## src/rtl/shadow_context_engine.sv

```systemverilog
// Saves and restores a shadow register bank to/from a stack frame in memory.
// Tracks nesting depth, pipelines restore reads, flags page-offset aliasing.
//
// Ports:
//   clk_i, rst_ni        clock, async active-low reset
//   save_i, restore_i    one-cycle triggers, sampled while ready_o
//   sp_i / sp_o          stack pointer in / resulting stack pointer
//   ready_o, done_o      idle flag / completion pulse
//   err_o                rejected-trigger pulse
//   level_o              current nesting depth
//   sreg_*               shadow register file read/write ports
//   mem_*                req/gnt/rvalid memory port, in-order responses
//   page_offset_*        LSU page offset alias check against active frame
//   csr_*                register file peek while idle
module shadow_context_engine #(
  parameter  int DATA_WIDTH      = 64,
  parameter  int NUM_REGS        = 16,
  parameter  int IDX_WIDTH       = $clog2(NUM_REGS),
  parameter  int MAX_NEST        = 4,
  parameter  int MAX_OUTSTANDING = 2,
  localparam int WB              = DATA_WIDTH / 8,
  localparam int LW              = $clog2(MAX_NEST + 1)
) (
  input  logic                  clk_i,
  input  logic                  rst_ni,
  input  logic                  save_i,
  input  logic                  restore_i,
  input  logic [DATA_WIDTH-1:0] sp_i,
  output logic                  ready_o,
  output logic                  done_o,
  output logic                  err_o,
  output logic [DATA_WIDTH-1:0] sp_o,
  output logic [LW-1:0]         level_o,
  output logic [IDX_WIDTH-1:0]  sreg_raddr_o,
  input  logic [DATA_WIDTH-1:0] sreg_rdata_i,
  output logic                  sreg_we_o,
  output logic [IDX_WIDTH-1:0]  sreg_waddr_o,
  output logic [DATA_WIDTH-1:0] sreg_wdata_o,
  output logic                  mem_req_o,
  input  logic                  mem_gnt_i,
  output logic                  mem_we_o,
  output logic [DATA_WIDTH-1:0] mem_addr_o,
  output logic [DATA_WIDTH-1:0] mem_wdata_o,
  output logic [WB-1:0]         mem_be_o,
  input  logic                  mem_rvalid_i,
  input  logic [DATA_WIDTH-1:0] mem_rdata_i,
  input  logic [11:0]           page_offset_i,
  output logic                  page_offset_match_o,
  input  logic [IDX_WIDTH-1:0]  csr_raddr_i,
  output logic [DATA_WIDTH-1:0] csr_rdata_o
);

  localparam int SH = $clog2(WB);
  localparam int CW = IDX_WIDTH + 1;
  localparam logic [DATA_WIDTH-1:0] FRAME =
    DATA_WIDTH'(NUM_REGS * WB);
  localparam logic [11:0] LAST12 =
    12'((NUM_REGS - 1) * WB);
  localparam logic [11:0] WMASK =
    ~12'(WB - 1);

  typedef enum logic [1:0] {
    IDLE, SAVE, RESTORE, DRAIN
  } state_t;

  state_t                state;
  logic [DATA_WIDTH-1:0] base;
  logic [IDX_WIDTH-1:0]  idx;
  logic [CW-1:0]         iss;
  logic [CW-1:0]         rsp;
  logic [2:0]            outst;
  logic [LW-1:0]         level;

  logic                  busy;
  logic                  grant;
  logic                  rsp_ok;
  logic [DATA_WIDTH-1:0] idx_off;
  logic [DATA_WIDTH-1:0] iss_off;
  logic [11:0]           lo12;
  logic [11:0]           hi12;
  logic [11:0]           po12;

  assign busy    = (state != IDLE);
  assign ready_o = ~busy;
  assign level_o = level;
  assign grant   = mem_req_o & mem_gnt_i;
  // Responses only count while a restore owns the port;
  // stragglers from an aborted restore fall on the floor.
  assign rsp_ok  = mem_rvalid_i &
                   ((state == RESTORE) | (state == DRAIN));

  assign idx_off = DATA_WIDTH'(idx) << SH;
  assign iss_off = DATA_WIDTH'(iss) << SH;

  // Word-granular window compare in the 4 KiB page.
  assign lo12 = base[11:0] & WMASK;
  assign hi12 = (base[11:0] + LAST12) & WMASK;
  assign po12 = page_offset_i & WMASK;

  assign page_offset_match_o =
    busy & (po12 >= lo12) & (po12 <= hi12);

  assign csr_rdata_o = busy ? {WB{8'haa}} : sreg_rdata_i;

  assign sreg_we_o    = rsp_ok;
  assign sreg_waddr_o = rsp[IDX_WIDTH-1:0];
  assign sreg_wdata_o = mem_rdata_i;
  assign mem_be_o     = '1;

  always_comb begin
    mem_req_o    = 1'b0;
    mem_we_o     = 1'b0;
    mem_addr_o   = '0;
    mem_wdata_o  = '0;
    sreg_raddr_o = csr_raddr_i;
    unique case (state)
      SAVE: begin
        mem_req_o    = 1'b1;
        mem_we_o     = 1'b1;
        sreg_raddr_o = idx;
        mem_wdata_o  = sreg_rdata_i;
        mem_addr_o   = base + idx_off;
      end
      RESTORE: begin
        mem_req_o  = (outst < 3'(MAX_OUTSTANDING));
        mem_addr_o = base + iss_off;
      end
      default: ;
    endcase
  end

  always_ff @(posedge clk_i or negedge rst_ni) begin
    if (!rst_ni) begin
      state  <= IDLE;
      base   <= '0;
      idx    <= '0;
      iss    <= '0;
      rsp    <= '0;
      outst  <= '0;
      level  <= '0;
      done_o <= 1'b0;
      err_o  <= 1'b0;
      sp_o   <= '0;
    end else begin
      done_o <= 1'b0;
      err_o  <= 1'b0;
      unique case (state)
        IDLE: begin
          if (save_i) begin
            if (level == LW'(MAX_NEST)) begin
              err_o <= 1'b1;
            end else begin
              base  <= sp_i - FRAME;
              idx   <= IDX_WIDTH'(NUM_REGS - 1);
              state <= SAVE;
            end
          end else if (restore_i) begin
            if (level == '0) begin
              err_o <= 1'b1;
            end else begin
              base  <= sp_i;
              iss   <= '0;
              rsp   <= '0;
              outst <= '0;
              state <= RESTORE;
            end
          end
        end
        SAVE: begin
          if (mem_gnt_i) begin
            if (idx == '0) begin
              done_o <= 1'b1;
              sp_o   <= base;
              level  <= level + LW'(1);
              state  <= IDLE;
            end else begin
              idx <= idx - IDX_WIDTH'(1);
            end
          end
        end
        RESTORE: begin
          if (rsp_ok) rsp <= rsp + CW'(1);
          if (grant & ~rsp_ok) outst <= outst + 3'd1;
          if (~grant & rsp_ok) outst <= outst - 3'd1;
          if (grant) begin
            iss <= iss + CW'(1);
            if (iss == CW'(NUM_REGS - 1)) state <= DRAIN;
          end
        end
        DRAIN: begin
          if (rsp_ok) begin
            rsp   <= rsp + CW'(1);
            outst <= outst - 3'd1;
            if (rsp == CW'(NUM_REGS - 1)) begin
              done_o <= 1'b1;
              sp_o   <= base + FRAME;
              level  <= level - LW'(1);
              state  <= IDLE;
            end
          end
        end
        default: state <= IDLE;
      endcase
    end
  end

endmodule

```

## config.mk

```make
export PLATFORM = sky130hd
export DESIGN_NAME = shadow_context_engine
export DESIGN_NICKNAME = d
export VERILOG_FILES = /design/src/rtl/shadow_context_engine.sv
export SDC_FILE = /design/constraint.sdc
export NUM_CORES = 1
export LEC_CHECK = 0
export CORE_MARGIN = 4
export CORE_UTILIZATION = 23
export CTS_CLUSTER_SIZE = 28
export DETAILED_ROUTE_END_ITERATION = 8
export PLACE_DENSITY = 0.58
export SLEW_MARGIN = 10
export SYNTH_ARGS = -nofsm -noshare
export SYNTH_HDL_FRONTEND = slang
export SYNTH_SLANG_ARGS = --single-unit
```

## constraint.sdc

```tcl
create_clock -name clk_i -period 3.7 [get_ports clk_i]
set_input_delay 0.555 -clock clk_i [delete_from_list [all_inputs] [get_ports clk_i]]
set_output_delay 0.555 -clock clk_i [all_outputs]
set_load 0.05 [all_outputs]
```

# After elaboration in Yosys (flattened, before gate mapping)
# Cells that the tools add are included.
dict set report classes {
  eq_ne 25
  bitwise_logic 10
  n_reduce_logical 18
  addsub 12
  mux 60
  order_cmp 3
}
# cell count
set op_table {}
lappend op_table {{$mux W64} 10}
lappend op_table {{$pmux W64 S2} 2}
lappend op_table {{$add A64 B7 Y64} 1}
lappend op_table {{$add A64 B8 Y64} 1}
lappend op_table {{$add A64 B8 Y64 const B} 1}
lappend op_table {{$sub A64 B8 Y64 const B} 1}
lappend op_table {{$mux W3} 10}
lappend op_table {{$mux W5} 5}
lappend op_table {{$ne A2 B2 Y1 const B} 12}
lappend op_table {{$mux W2} 10}
lappend op_table {{$mux W4} 5}
lappend op_table {{$pmux W5 S2} 2}
lappend op_table {{$reduce_and A5 Y1} 4}
lappend op_table {{$add A12 B7 Y12 const B} 1}
lappend op_table {{$ge A12 B12 Y1} 1}
lappend op_table {{$le A12 B12 Y1} 1}
lappend op_table {{$reduce_bool A2 Y1} 6}
lappend op_table {{$add A5 B1 Y5 const B} 2}
lappend op_table {{$eq A5 B4 Y1 const B} 2}
lappend op_table {{$mux W1} 10}
lappend op_table {{$ne A3 B3 Y1 const B} 3}
lappend op_table {{$pmux W3 S3} 1}
lappend op_table {{$reduce_and A9 Y1} 1}
lappend op_table {{$pmux W2 S4} 1}
lappend op_table {{other kinds (22)} 35}
dict set report word_totals {
  output_inout_bits 346
  register_bits 152
}

# Logic depth before layout (Yosys ltp)
# Gate-level depths: netlist of run 1.
dict set report logic_depth {
  ltp_word 8
  ltp_mapped 14
  mapped_depth_nobuf 11
}

# Least setup slack after synthesis of run 1
# OpenSTA, ideal clock, no wires.
dict set report synth_path {
  kind {flip-flop to output port}
  startpoint {register state[0]}
  endpoint {output mem_addr_o[62]}
  n_path_buf 4
  arrival_ps 3744
  stages_incl_launch_ff 14
  setup_slack_ps -599
  required_ps 3145
  cell_sequence {dfrtp_1 inv_1 ha_1 clkbuf_1 clkbuf_1 o21ai_0 ha_1 a211oi_1 o21ai_0 clkbuf_1 nand3_1 clkbuf_1 or3_1 a21oi_1}
}
dict set report synth_via {
  elab_chain_cells 2
  elab_cells_between_ends 3
  cone_classes {eq/ne (2); mux (1)}
}
# item line
set synth_lines {}
lappend synth_lines {{from (decl)} 66} ;# state_t state;
lappend synth_lines {{from (signal assigned)} 134} ;# state <= IDLE;
lappend synth_lines {{from (signal assigned)} 155} ;# state <= SAVE;
lappend synth_lines {{from (signal assigned)} 165} ;# state <= RESTORE;
lappend synth_lines {{$eq A2 B2 Y1 or $eq A2 B1 Y1 (tied branches)} 116} ;# unique case (state)
lappend synth_lines {{$pmux W64 S2 *} 116}
lappend synth_lines {{to (decl)} 42} ;# output logic [DATA_WIDTH-1:0] mem_addr_o,
# Every way passes the cells marked *; elsewhere a longest branch is shown, timed or not.

# Worst setup path after layout of run 1
dict set report layout_path {
  startpoint {register state[1]}
  endpoint {output mem_addr_o[60]}
}
# Same word-level chain as after synthesis.

==> results of run 1 <==
## flip-flops by register name, indices dropped and copies added, names as in the netlist
signal,count
level_o,3
iss,5
done_o,1
base,64
rsp,5
sp_o,64
state,2
outst,3
err_o,1
idx,4
## critical path: stages, from the launching register on
cell	delay, ns
dfrtp_1	0.43
buf_6	0.14
ha_2	0.18
buf_6	0.14
nand2_4	0.06
o21ai_4	0.07
ha_4	0.29
a211oi_4	0.07
o21ai_1	0.16
buf_4	0.16
or4b_4	0.51
or3_4	0.40
a21oi_4	0.21
buf_12	0.16
## synthesized netlist by cell type, drive strengths merged, types with 3 or more instances
| master | n | share of area (%) |
|---|---|---|
| a211oi | 4 | 0.24 |
| a21boi | 3 | 0.18 |
| a21o | 7 | 0.42 |
| a21oi | 51 | 2.0 |
| a2bb2oi | 3 | 0.21 |
| a31oi | 41 | 2.1 |
| and2 | 109 | 5.5 |
| and3 | 12 | 0.60 |
| and4 | 16 | 1.1 |
| buf | 87 | 5.0 |
| clkbuf | 96 | 2.9 |
| clkinv | 5 | 0.15 |
| dfrtp | 152 | 30 |
| ha | 39 | 3.9 |
| inv | 35 | 1.1 |
| mux2 | 7 | 0.63 |
| mux2i | 8 | 0.64 |
| nand2 | 170 | 5.1 |
| nand2b | 43 | 2.2 |
| nand3 | 39 | 1.6 |
| nand3b | 4 | 0.24 |
| nand4 | 55 | 2.8 |
| nor2 | 104 | 3.1 |
| nor2b | 5 | 0.25 |
| nor3 | 39 | 1.6 |
| nor4 | 28 | 1.6 |
| o2111ai | 3 | 0.21 |
| o211ai | 7 | 0.42 |
| o21a | 6 | 0.36 |
| o21ai | 148 | 5.9 |
| o31ai | 24 | 1.4 |
| or2 | 6 | 0.30 |
| or3 | 59 | 3.0 |
| or4 | 40 | 2.5 |
| xnor2 | 70 | 4.9 |
| xor2 | 40 | 2.8 |
## layer usage
metal  global-route usage, %  vias up
li1                        -     6301
met1                   23.36     6474
met2                   37.63      483
met3                   4.057       69
met4                   6.608        4
met5                       0        -
## kinds of logic (layout without fill, tap and decap cells)
family / Yosys count / after routing / synth area share (%)
buffers and inverters: 223 / 597 / 9.069
and+or+nand+nor: 741 / 741 / 32.33
DFF: 152 / 152 / 30.50
AOI/OAI and AO/OA: 316 / 316 / 14.84
other: 1 / 8 / 0.03007
muxes: 15 / 15 / 1.274
xor gates and xnor gates: 110 / 110 / 7.725
adders and majority gates: 41 / 41 / 4.234
## worst max path at each step
stage                    startpoint        endpoint  slack [ns]  cells past startpoint
2_1_floorplan  state[0]$_DFFE_PN0P_  mem_addr_o[41]      0.0002                     13
3_3_place_gp   state[0]$_DFFE_PN0P_  mem_addr_o[52]       -0.08                     11
3_5_place_dp   state[0]$_DFFE_PN0P_  mem_addr_o[52]       -0.05                     10
4_1_cts        state[1]$_DFFE_PN0P_  mem_addr_o[52]       -0.37                      9
5_1_grt        state[1]$_DFFE_PN0P_  mem_addr_o[60]       -0.42                     13
6_report       state[1]$_DFFE_PN0P_  mem_addr_o[60]       -0.32                     13
## layout by cell type, fill, tap and decap left out, types with 43 or more instances in the layout
master / count
xnor2_1: 70
dfrtp_1: 147
nand4_1: 54
clkdlybuf4s50_1: 290
o21ai_0: 135
nor2_1: 92
dlymetal6s2s_1: 54
and2_1: 105
buf_12: 64
nand2_1: 168
nand2b_1: 43
buf_4: 86
## report_power, final
part / switching (W) / total (W) / internal (W)
Clock: 0.000800 / 0.00177 / 0.000967
Sequential: 0.00102 / 0.00347 / 0.00244
Combinational: 0.0102 / 0.0163 / 0.00606
Total: 0.0120 / 0.0215 / 0.00947
## what timing repair did
item | in CTS | in global routing
setup endpoints to repair | 69 | 110
gates cloned | 2 | 0
pin swaps | 53 | 43
gates resized for setup | 117 | 100
buffers inserted | 12 | 3
## final cells by class
cell class                      instances  area [µm²]
Tap cell                              696       870.8
Sequential cell                       152        3810
Inverter                               40       158.9
Multi-Input combinational cell       1231        8422
Clock buffer                           20       456.7
Clock inverter                         12       117.6
Timing Repair Buffer                  525        5849
Fill cell                            5425       34020
## stage by stage
step | setup WS [ns] | util (%) | power (W)
6_report | -0.3184 | 36.65 | 0.02152
2_1_floorplan | 0.0002411 | - | 0.01259
4_1_cts | -0.3698 | 36.09 | 0.02144
5_1_grt | -0.4164 | 36.65 | 0.02264
3_5_place_dp | -0.04776 | 33.95 | 0.01910
3_3_place_gp | -0.08389 | 33.95 | 0.01901
==> impl_metrics.csv, run 1 <==
group,metric,value,unit
clocking,numCtsBuffers,17,
die,fp.coreArea,53710,µm²
timing,worstMarginPinSlew,1.026,ns
die,die_x,240.9,µm
cells_and_area,stdcell_area,19690,µm²
route,top_layer,"met5",
outcome,failed_checks,"negative setup slack",
route,wl_met1,23.94,mm
die,io_pins,560,
worst_setup_path,r2r_cells,10,
logic_synthesis,syn_area,12470,µm²
clocking,clk_latency,0.47,ns
power_and_ir_drop,p_leak,8.151,nW
die,core.rowCount,85,
global_routing,antenna_found_initial,3,
cells_and_area,fin_cells,2676,
cells_and_area,drive_above_1_share,17.98,%
route,final_antenna_net_count,0,
timing,maxSlewHeadroom,30.95,%
timing,drv_slew,0,
route,wirelength,61.35,mm
clocking,cts_tree,"built",
global_routing,grt_max_degree,73,
placed_design,port_buffers,420,
global_routing,grt_pass1_wl,87.39,mm
outcome,status,"finished with violations",
timing,rsz0062_at_grt,"yes",
clocking,clock-sinks,152,
worst_setup_path,regToRegStartpoint,"state[1]$_DFFE_PN0P_",
route,via_per_inst,4.982,
logic_synthesis,synth_cell_type_count,70,
timing,layout_setup_ws,-0.3184,ns
timing,holdWs,0.1169,ns
route,dr.pass1.iters,5,
power_and_ir_drop,p_per_area,1093,nW/µm²
worst_hold_path,min-delay-path-class,"primary input to asynchronous set/reset pin",
global_routing,overflow,0,
clocking,cts_htree_levels,4,
job,drv_cap,0,
die,initial_utilization,23.22,%
worst_setup_path,crit_required,3.14,ns
timing,fin_skew,0.01980,ns
worst_setup_path,critPathCaptureType,"output pin",
cells_and_area,area_growth,57.83,%
placed_design,place_hpwl,49.60,mm
global_routing,track_usage,20.28,%
logic_synthesis,ys_warn_count,0,
worst_setup_path,arrival,3.46,ns
cells_and_area,nNetsFinal,2222,
timing,fmax,0.2489,GHz
logic_synthesis,synth_edf_count,0,
route,wl_per_cell,22.92,µm
worst_setup_path,start_kind,"flop",
placed_design,place_area,18230,µm²
logic_synthesis,synth_flop_cell,"dfrtp_1",
worst_setup_path,path_max_fanout,5,
logic_synthesis,ys_ff_latch,152,
clocking,clkTransAtPathRegs,0.07,ns
power_and_ir_drop,vdd_ir_drop_max,0.6626,mV
logic_synthesis,synth-seq-area-share,30.50,%
timing,setup_violations,50,
timing,final.setup.tns,-6.623,ns
timing,fin_crit,4.018,ns
clocking,cts_hold_buffers,0,
timing,report.final.hold_viol_count,0,
clocking,cts_root_buffer,"clkbuf_16",
logic_synthesis,synthCells,1599,
clocking,cts_buffer_depth,2,
route,drt_iter0_markers,591,
route,drc_errors,0,
route,vias,13330,
global_routing,first_global_vias,13050,
worst_setup_path,critical_path_class,"flop to output pin",
logic_synthesis,synth.avg_cell_area,7.800,µm²
cells_and_area,insertedDiodeCount,0,
timing,fin_crit_sh,108.6,%
worst_setup_path,worstReg2RegEnd,"outst[2]$_DFFE_PN0P_",
route,route.met2.wl,32.24,mm
route,met3WireLength,3.446,mm
placed_design,dp.cells,2632,
worst_setup_path,reg2reg_slack,0.53,ns
die,fp.dieH,240.9,µm
logic_synthesis,synthArstFlopShare,100.0,%
placed_design,gp_congestion,0.9256,
die,die-area,58020,µm²
Note: power is estimated with default switching activity, not from simulation.
==> inputs of run 2 (changes only) <==
--- a/config.mk
+++ b/config.mk
@@ -5,11 +5,11 @@
 export SDC_FILE = /design/constraint.sdc
 export NUM_CORES = 1
 export LEC_CHECK = 0
-export CORE_MARGIN = 4
-export CORE_UTILIZATION = 23
+export CORE_AREA = 4 4 213 215
 export CTS_CLUSTER_SIZE = 28
 export DETAILED_ROUTE_END_ITERATION = 8
-export PLACE_DENSITY = 0.58
+export DIE_AREA = 0 0 217 219
+export PLACE_DENSITY = 0.68
 export SLEW_MARGIN = 10
 export SYNTH_ARGS = -nofsm -noshare
 export SYNTH_HDL_FRONTEND = slang
==> impl_metrics.csv, run 2 (synthesis results as in run 1) <==
group,metric,value,unit
worst_setup_path,critical_path_class,"flop to output pin",
worst_setup_path,path_max_fanout,4,
cells_and_area,nNetsFinal,2227,
global_routing,first_global_vias,12960,
worst_setup_path,crit_required,3.14,ns
timing,fin_crit,3.944,ns
clocking,clock-sinks,152,
route,dr.pass1.iters,5,
cells_and_area,area_growth,56.72,%
outcome,failed_checks,"negative setup slack",
route,drc_errors,0,
die,core.rowCount,77,
power_and_ir_drop,p_leak,7.276,nW
clocking,cts_root_buffer,"clkbuf_16",
timing,layout_setup_ws,-0.2438,ns
worst_setup_path,critPathCaptureType,"output pin",
job,drv_cap,0,
cells_and_area,final_common_cell,"clkdlybuf4s50_1",
route,via_per_inst,5.224,
cells_and_area,multiInputGateArea,8429,µm²
placed_design,place_hpwl,46.86,mm
route,final_antenna_net_count,0,
power_and_ir_drop,p_sw,0.01184,W
global_routing,antenna_found_initial,9,
cells_and_area,final_cell_mix,"clkdlybuf4s50_1 (357), nand2_1 (166), dfrtp_1 (150)",
clocking,numCtsBuffers,17,
placed_design,port_buffers,420,
worst_hold_path,min-delay-path-class,"primary input to asynchronous set/reset pin",
power_and_ir_drop,seq_power_share,16.4,%
timing,rsz0062_at_grt,"yes",
timing,maxSlewHeadroom,45.44,%
die,fp.dieH,219,µm
cells_and_area,nFillCells,4349,
timing,worstMarginPinSlew,0.8057,ns
power_and_ir_drop,vdd_ir_drop_max,0.6249,mV
clocking,cts_buffer_depth,2,
worst_setup_path,start_kind,"flop",
timing,fin_skew,0.009857,ns
die,die_x,217,µm
clocking,clk_latency,0.46,ns
timing,setup_violations,39,
outcome,status,"finished with violations",
power_and_ir_drop,clock_power_share,9.0,%
power_and_ir_drop,p_per_area,1101,nW/µm²
clocking,clkTransAtPathRegs,0.06,ns
clocking,cts_htree_levels,4,
global_routing,grt_pass1_wl,83.37,mm
global_routing,track_usage,23.26,%
cells_and_area,regArea,3806,µm²
timing,drv_slew,0,
timing,holdWs,0.01201,ns
die,io_pins,560,
route,drt_iter0_markers,816,
global_routing,grt_max_degree,104,
route,wl_per_cell,22.29,µm
route,wirelength,57.58,mm
power_and_ir_drop,internal_power,0.009680,W
timing,fin_crit_sh,106.6,%
clocking,cts_tree,"built",
power_and_ir_drop,switching_share,55.01,%
placed_design,pre_cts_slack,-0.05161,ns
cells_and_area,drive_above_1_share,17.88,%
route,vias,13490,
die,initial_utilization,28.51,%
placed_design,gp_congestion,0.9587,
timing,report.final.hold_viol_count,0,
worst_setup_path,arrival,3.39,ns
global_routing,overflow,0,
cells_and_area,reg.largest.list,"base x64, sp_o x64",
die,die-area,47520,µm²
power_and_ir_drop,p_comb_share,74.6,%
die,fp.coreArea,43740,µm²
timing,fmax,0.2536,GHz
## run 2: worst paths after layout
kind | start | end | slack [ns] | depth (start not counted)
min in group clk_i | sp_o[0]$_DFFE_PN0P_ | sp_o[0]$_DFFE_PN0P_ | 0.48 | 2
worst min-delay path | rst_ni | sp_o[4]$_DFFE_PN0P_ | 0.01 | 1
worst max register to register | state[1]$_DFFE_PN0P_ | sp_o[55]$_DFFE_PN0P_ | 0.68 | 8
max in group asynchronous | rst_ni | base[2]$_DFFE_PN0P_ | 2.78 | 2
worst min register to register | sp_o[0]$_DFFE_PN0P_ | sp_o[0]$_DFFE_PN0P_ | 0.48 | 2
worst max-delay path | state[1]$_DFFE_PN0P_ | mem_addr_o[60] | -0.24 | 9
## run 2: repair_timing
| action | 4_1_cts | 5_1_grt |
|---|---|---|
| buffers inserted | 21 | 11 |
| cloned | 1 | 1 |
| setup endpoints to repair | 56 | 72 |
| gates resized for setup | 97 | 53 |
| hold buffers | 0 | 0 |
| pin swaps | 48 | 65 |
## run 2: layout make-up
cell class	count	share of cell area [%]
Antenna cell	6	0.07681
Clock buffer	20	2.336
Clock inverter	12	0.8898
Inverter	40	0.7745
Multi-Input combinational cell	1231	43.13
Sequential cell	152	19.47
Tap cell	592	3.790
Timing Repair Buffer	530	29.54
## run 2: power by group through the flow
stage / Clock, W / Combinational (W) / Sequential [W]
2_1_floorplan: 0 / 0.00856 / 0.00403
3_3_place_gp: 0 / 0.0153 / 0.00345
3_5_place_dp: 0 / 0.0154 / 0.00349
4_1_cts: 0.00196 / 0.0159 / 0.00349
5_1_grt: 0.00203 / 0.0169 / 0.00368
6_report: 0.00193 / 0.0161 / 0.00353
## run 2: routing by layer
metal  wire length [µm]  up-vias  share of wire (%)  track usage (%)
met5                 10        -              0.017                0
met1              20870     6518                 36            24.97
li1                   -     6319                  -                -
met2              30090      543                 52            43.39
met3               3898      112                6.8            5.608
met4               2710        2                4.7            10.05
## run 2: worst max-delay path: stages (launching register included)
cell and delay (ns):
dfrtp_1 0.43, ha_4 0.18, and2_4 0.14, ha_4 0.26
o211ai_1 0.12, or4_4 0.53, or4b_4 0.54, or3_4 0.36
a21oi_4 0.20, buf_12 0.16
## run 2: per-stage QoR
step	std cells	utilization [%]	TNS, ns	instance area (µm²)	power [W]
2_1_floorplan	1606	-	0	12790	0.01259
3_3_place_gp	2517	41.21	-0.03288	18030	0.01877
3_5_place_dp	2517	41.21	-0.07141	18030	0.01890
4_1_cts	2569	43.91	-7.439	19210	0.02138
5_1_grt	2582	44.68	-10.65	19540	0.02265
6_report	2583	44.69	-4.258	19550	0.02152
==> inputs of run 3 (changes only) <==
--- a/config.mk
+++ b/config.mk
@@ -5,11 +5,13 @@
 export SDC_FILE = /design/constraint.sdc
 export NUM_CORES = 1
 export LEC_CHECK = 0
+export CAP_MARGIN = 15
 export CORE_AREA = 4 4 213 215
 export CTS_CLUSTER_SIZE = 28
 export DETAILED_ROUTE_END_ITERATION = 8
 export DIE_AREA = 0 0 217 219
 export PLACE_DENSITY = 0.68
+export REMOVE_ABC_BUFFERS = 1
 export SLEW_MARGIN = 10
 export SYNTH_ARGS = -nofsm -noshare
 export SYNTH_HDL_FRONTEND = slang
==> impl_metrics.csv, run 3 (synthesis results as in run 1) <==
group,metric,value,unit
timing,fin_crit,4.088,ns
timing,layout_setup_ws,-0.3881,ns
timing,holdWs,0.03765,ns
die,initial_utilization,28.51,%
route,drt_iter0_markers,809,
worst_setup_path,r2r_cells,6,
timing,fin_crit_sh,110.5,%
die,die-area,47520,µm²
worst_hold_path,min-delay-path-class,"primary input to asynchronous set/reset pin",
die,io_pins,560,
clocking,cts_root_buffer,"clkbuf_16",
die,core.rowCount,77,
cells_and_area,nFillCells,4251,
clocking,clkTransAtPathRegs,0.07,ns
power_and_ir_drop,vdd_ir_drop_max,0.5978,mV
worst_setup_path,arrival,3.53,ns
worst_setup_path,crit_required,3.14,ns
route,wirelength,60.97,mm
global_routing,track_usage,24.55,%
job,drv_cap,0,
route,met3WireLength,5.450,mm
timing,fin_skew,0.009541,ns
clocking,cts_tree,"built",
cells_and_area,final_util,45.62,%
worst_setup_path,cp_slowest_stage_delay,0.51,ns
route,final_antenna_net_count,0,
route,top_layer,"met5",
worst_setup_path,cp_slowest_cell,"or4b_4",
clocking,clk_latency,0.45,ns
die,fp.dieH,219,µm
timing,drv_slew,0,
worst_setup_path,path_max_fanout,5,
cells_and_area,reg.largest.list,"base x64, sp_o x64",
global_routing,first_global_vias,13360,
cells_and_area,final_common_cell,"clkdlybuf4s50_1",
route,route.met2.wl,30.53,mm
worst_setup_path,critical_path.top_delay_family,"simple AND/OR/NAND/NOR gates",
power_and_ir_drop,switching_share,54.49,%
timing,maxSlewHeadroom,30.09,%
worst_setup_path,reg2reg_slack,0.73,ns
clocking,numCtsBuffers,17,
placed_design,place_area,17950,µm²
route,vias,13750,
global_routing,grt_max_degree,104,
placed_design,place_hpwl,48.97,mm
timing,worstMarginPinSlew,1.049,ns
die,fp.coreArea,43740,µm²
power_and_ir_drop,p_per_area,1094,nW/µm²
worst_setup_path,worstReg2RegEnd,"sp_o[59]$_DFFE_PN0P_",
power_and_ir_drop,seq_power_share,15.8,%
power_and_ir_drop,power.total,0.02183,W
power_and_ir_drop,p_leak,8.028,nW
outcome,status,"finished with violations",
worst_setup_path,critPathCaptureType,"output pin",
placed_design,port_buffers,420,
worst_setup_path,cp.buffers_inverters,5,
cells_and_area,final_cell_mix,"clkdlybuf4s50_1 (323), nand2_1 (165), dfrtp_1 (150)",
power_and_ir_drop,p_sw,0.01190,W
cells_and_area,drive_above_1_share,19.49,%
clocking,cts_hold_buffers,0,
timing,setup_violations,43,
timing,rsz0062_at_grt,"yes",
route,wl_per_cell,23.32,µm
worst_setup_path,critPathMostFrequentCell,"buf_6",
worst_setup_path,regToRegStartpoint,"base[10]$_DFFE_PN0P_",
route,dr.pass1.iters,5,
worst_setup_path,cp-startpoint,"state[0]$_DFFE_PN0P_",
global_routing,overflow,0,
die,die_x,217,µm
timing,final.setup.tns,-6.355,ns
global_routing,antenna_found_initial,11,
global_routing,grt_pass1_wl,87.53,mm
clocking,cts_buffer_depth,2,
power_and_ir_drop,p_comb_share,75.9,%
clocking,clock-sinks,152,
cells_and_area,area_growth,59.98,%
worst_setup_path,start_kind,"flop",
route,drc_errors,0,
clocking,cts_htree_levels,4,
route,wl_met1,22.03,mm
placed_design,gp_congestion,0.9443,
worst_setup_path,critical_path_class,"flop to output pin",
power_and_ir_drop,internal_power,0.009937,W
route,via_per_inst,5.257,
cells_and_area,stdcell_area,19950,µm²
timing,report.final.hold_viol_count,0,
power_and_ir_drop,clock_power_share,8.3,%
timing,fmax,0.2446,GHz
outcome,failed_checks,"negative setup slack",
cells_and_area,nNetsFinal,2258,
worst_setup_path,cp_cell_sequence,"inv_2 > ha_4 > buf_6 > mux2_4 > ha_4 > o21ai_4 > o21ai_4 > buf_6 > buf_6 > or4b_4 > or3_4 > a21oi_4 > buf_12",
## run 3: cell count changes in the layout (fill, tap and decap cells not counted), sizes merged, moves of 2 or more
cell,before,now
clkinv,9,7
clkdlybuf4s50,357,323
buf,171,202
dlymetal6s2s,0,34
inv,35,39
bufinv,4,2
## run 3: worst max-delay path by stage
| stage | end | slack (ns) | depth (start not counted) |
|---|---|---|---|
| floorplan | sp_o[10]$_DFFE_PN0P_ | -2.40 | 5 |
| global placement | mem_addr_o[52] | -0.20 | 12 |
| detailed placement | mem_addr_o[52] | -0.25 | 12 |
| CTS | mem_addr_o[52] | -0.46 | 10 |
| global route | mem_addr_o[52] | -0.45 | 12 |
| finish | mem_addr_o[52] | -0.39 | 13 |
## run 3: final cells by class
class | instances | area (µm²) | area share (%)
well taps | 592 | 740.7 | 3.712
flip-flops and latches | 152 | 3806 | 19.08
multi-input cells | 1231 | 8493 | 42.57
diodes | 7 | 17.52 | 0.08779
inverters | 40 | 151.4 | 0.7588
clock buffers | 19 | 452.9 | 2.270
clock inverters | 13 | 142.6 | 0.7149
repair buffers | 561 | 6148 | 30.81
## run 3: through the flow
step / setup slack (ns) / std cells
after floorplan: -2.403 / 1423
after global routing: -0.4485 / 2615
after global placement: -0.2006 / 2544
after CTS: -0.4556 / 2603
after detailed placement: -0.2531 / 2544
final: -0.3881 / 2615
## run 3: repair_timing
action / CTS / global route
pin swaps: 57 / 56
gates resized for setup: 152 / 118
setup endpoints to repair: 57 / 127
buffers inserted: 28 / 11
cloned: 2 / 0
## run 3: power by group through the flow
stage	registers, W	logic [W]	clock network (W)
floorplan	0.00439	0.00737	0
global placement	0.00335	0.0151	0
detailed placement	0.00340	0.0153	0
CTS	0.00341	0.0162	0.00185
global route	0.00357	0.0174	0.00191
finish	0.00345	0.0166	0.00181
## run 3: layer usage
layer  GRT usage (%)  vias to the layer above
met5           3.646                        -
met3           7.893                      114
met1           26.59                     6501
met2           43.73                      731
met4           10.45                        6
li1                -                     6396
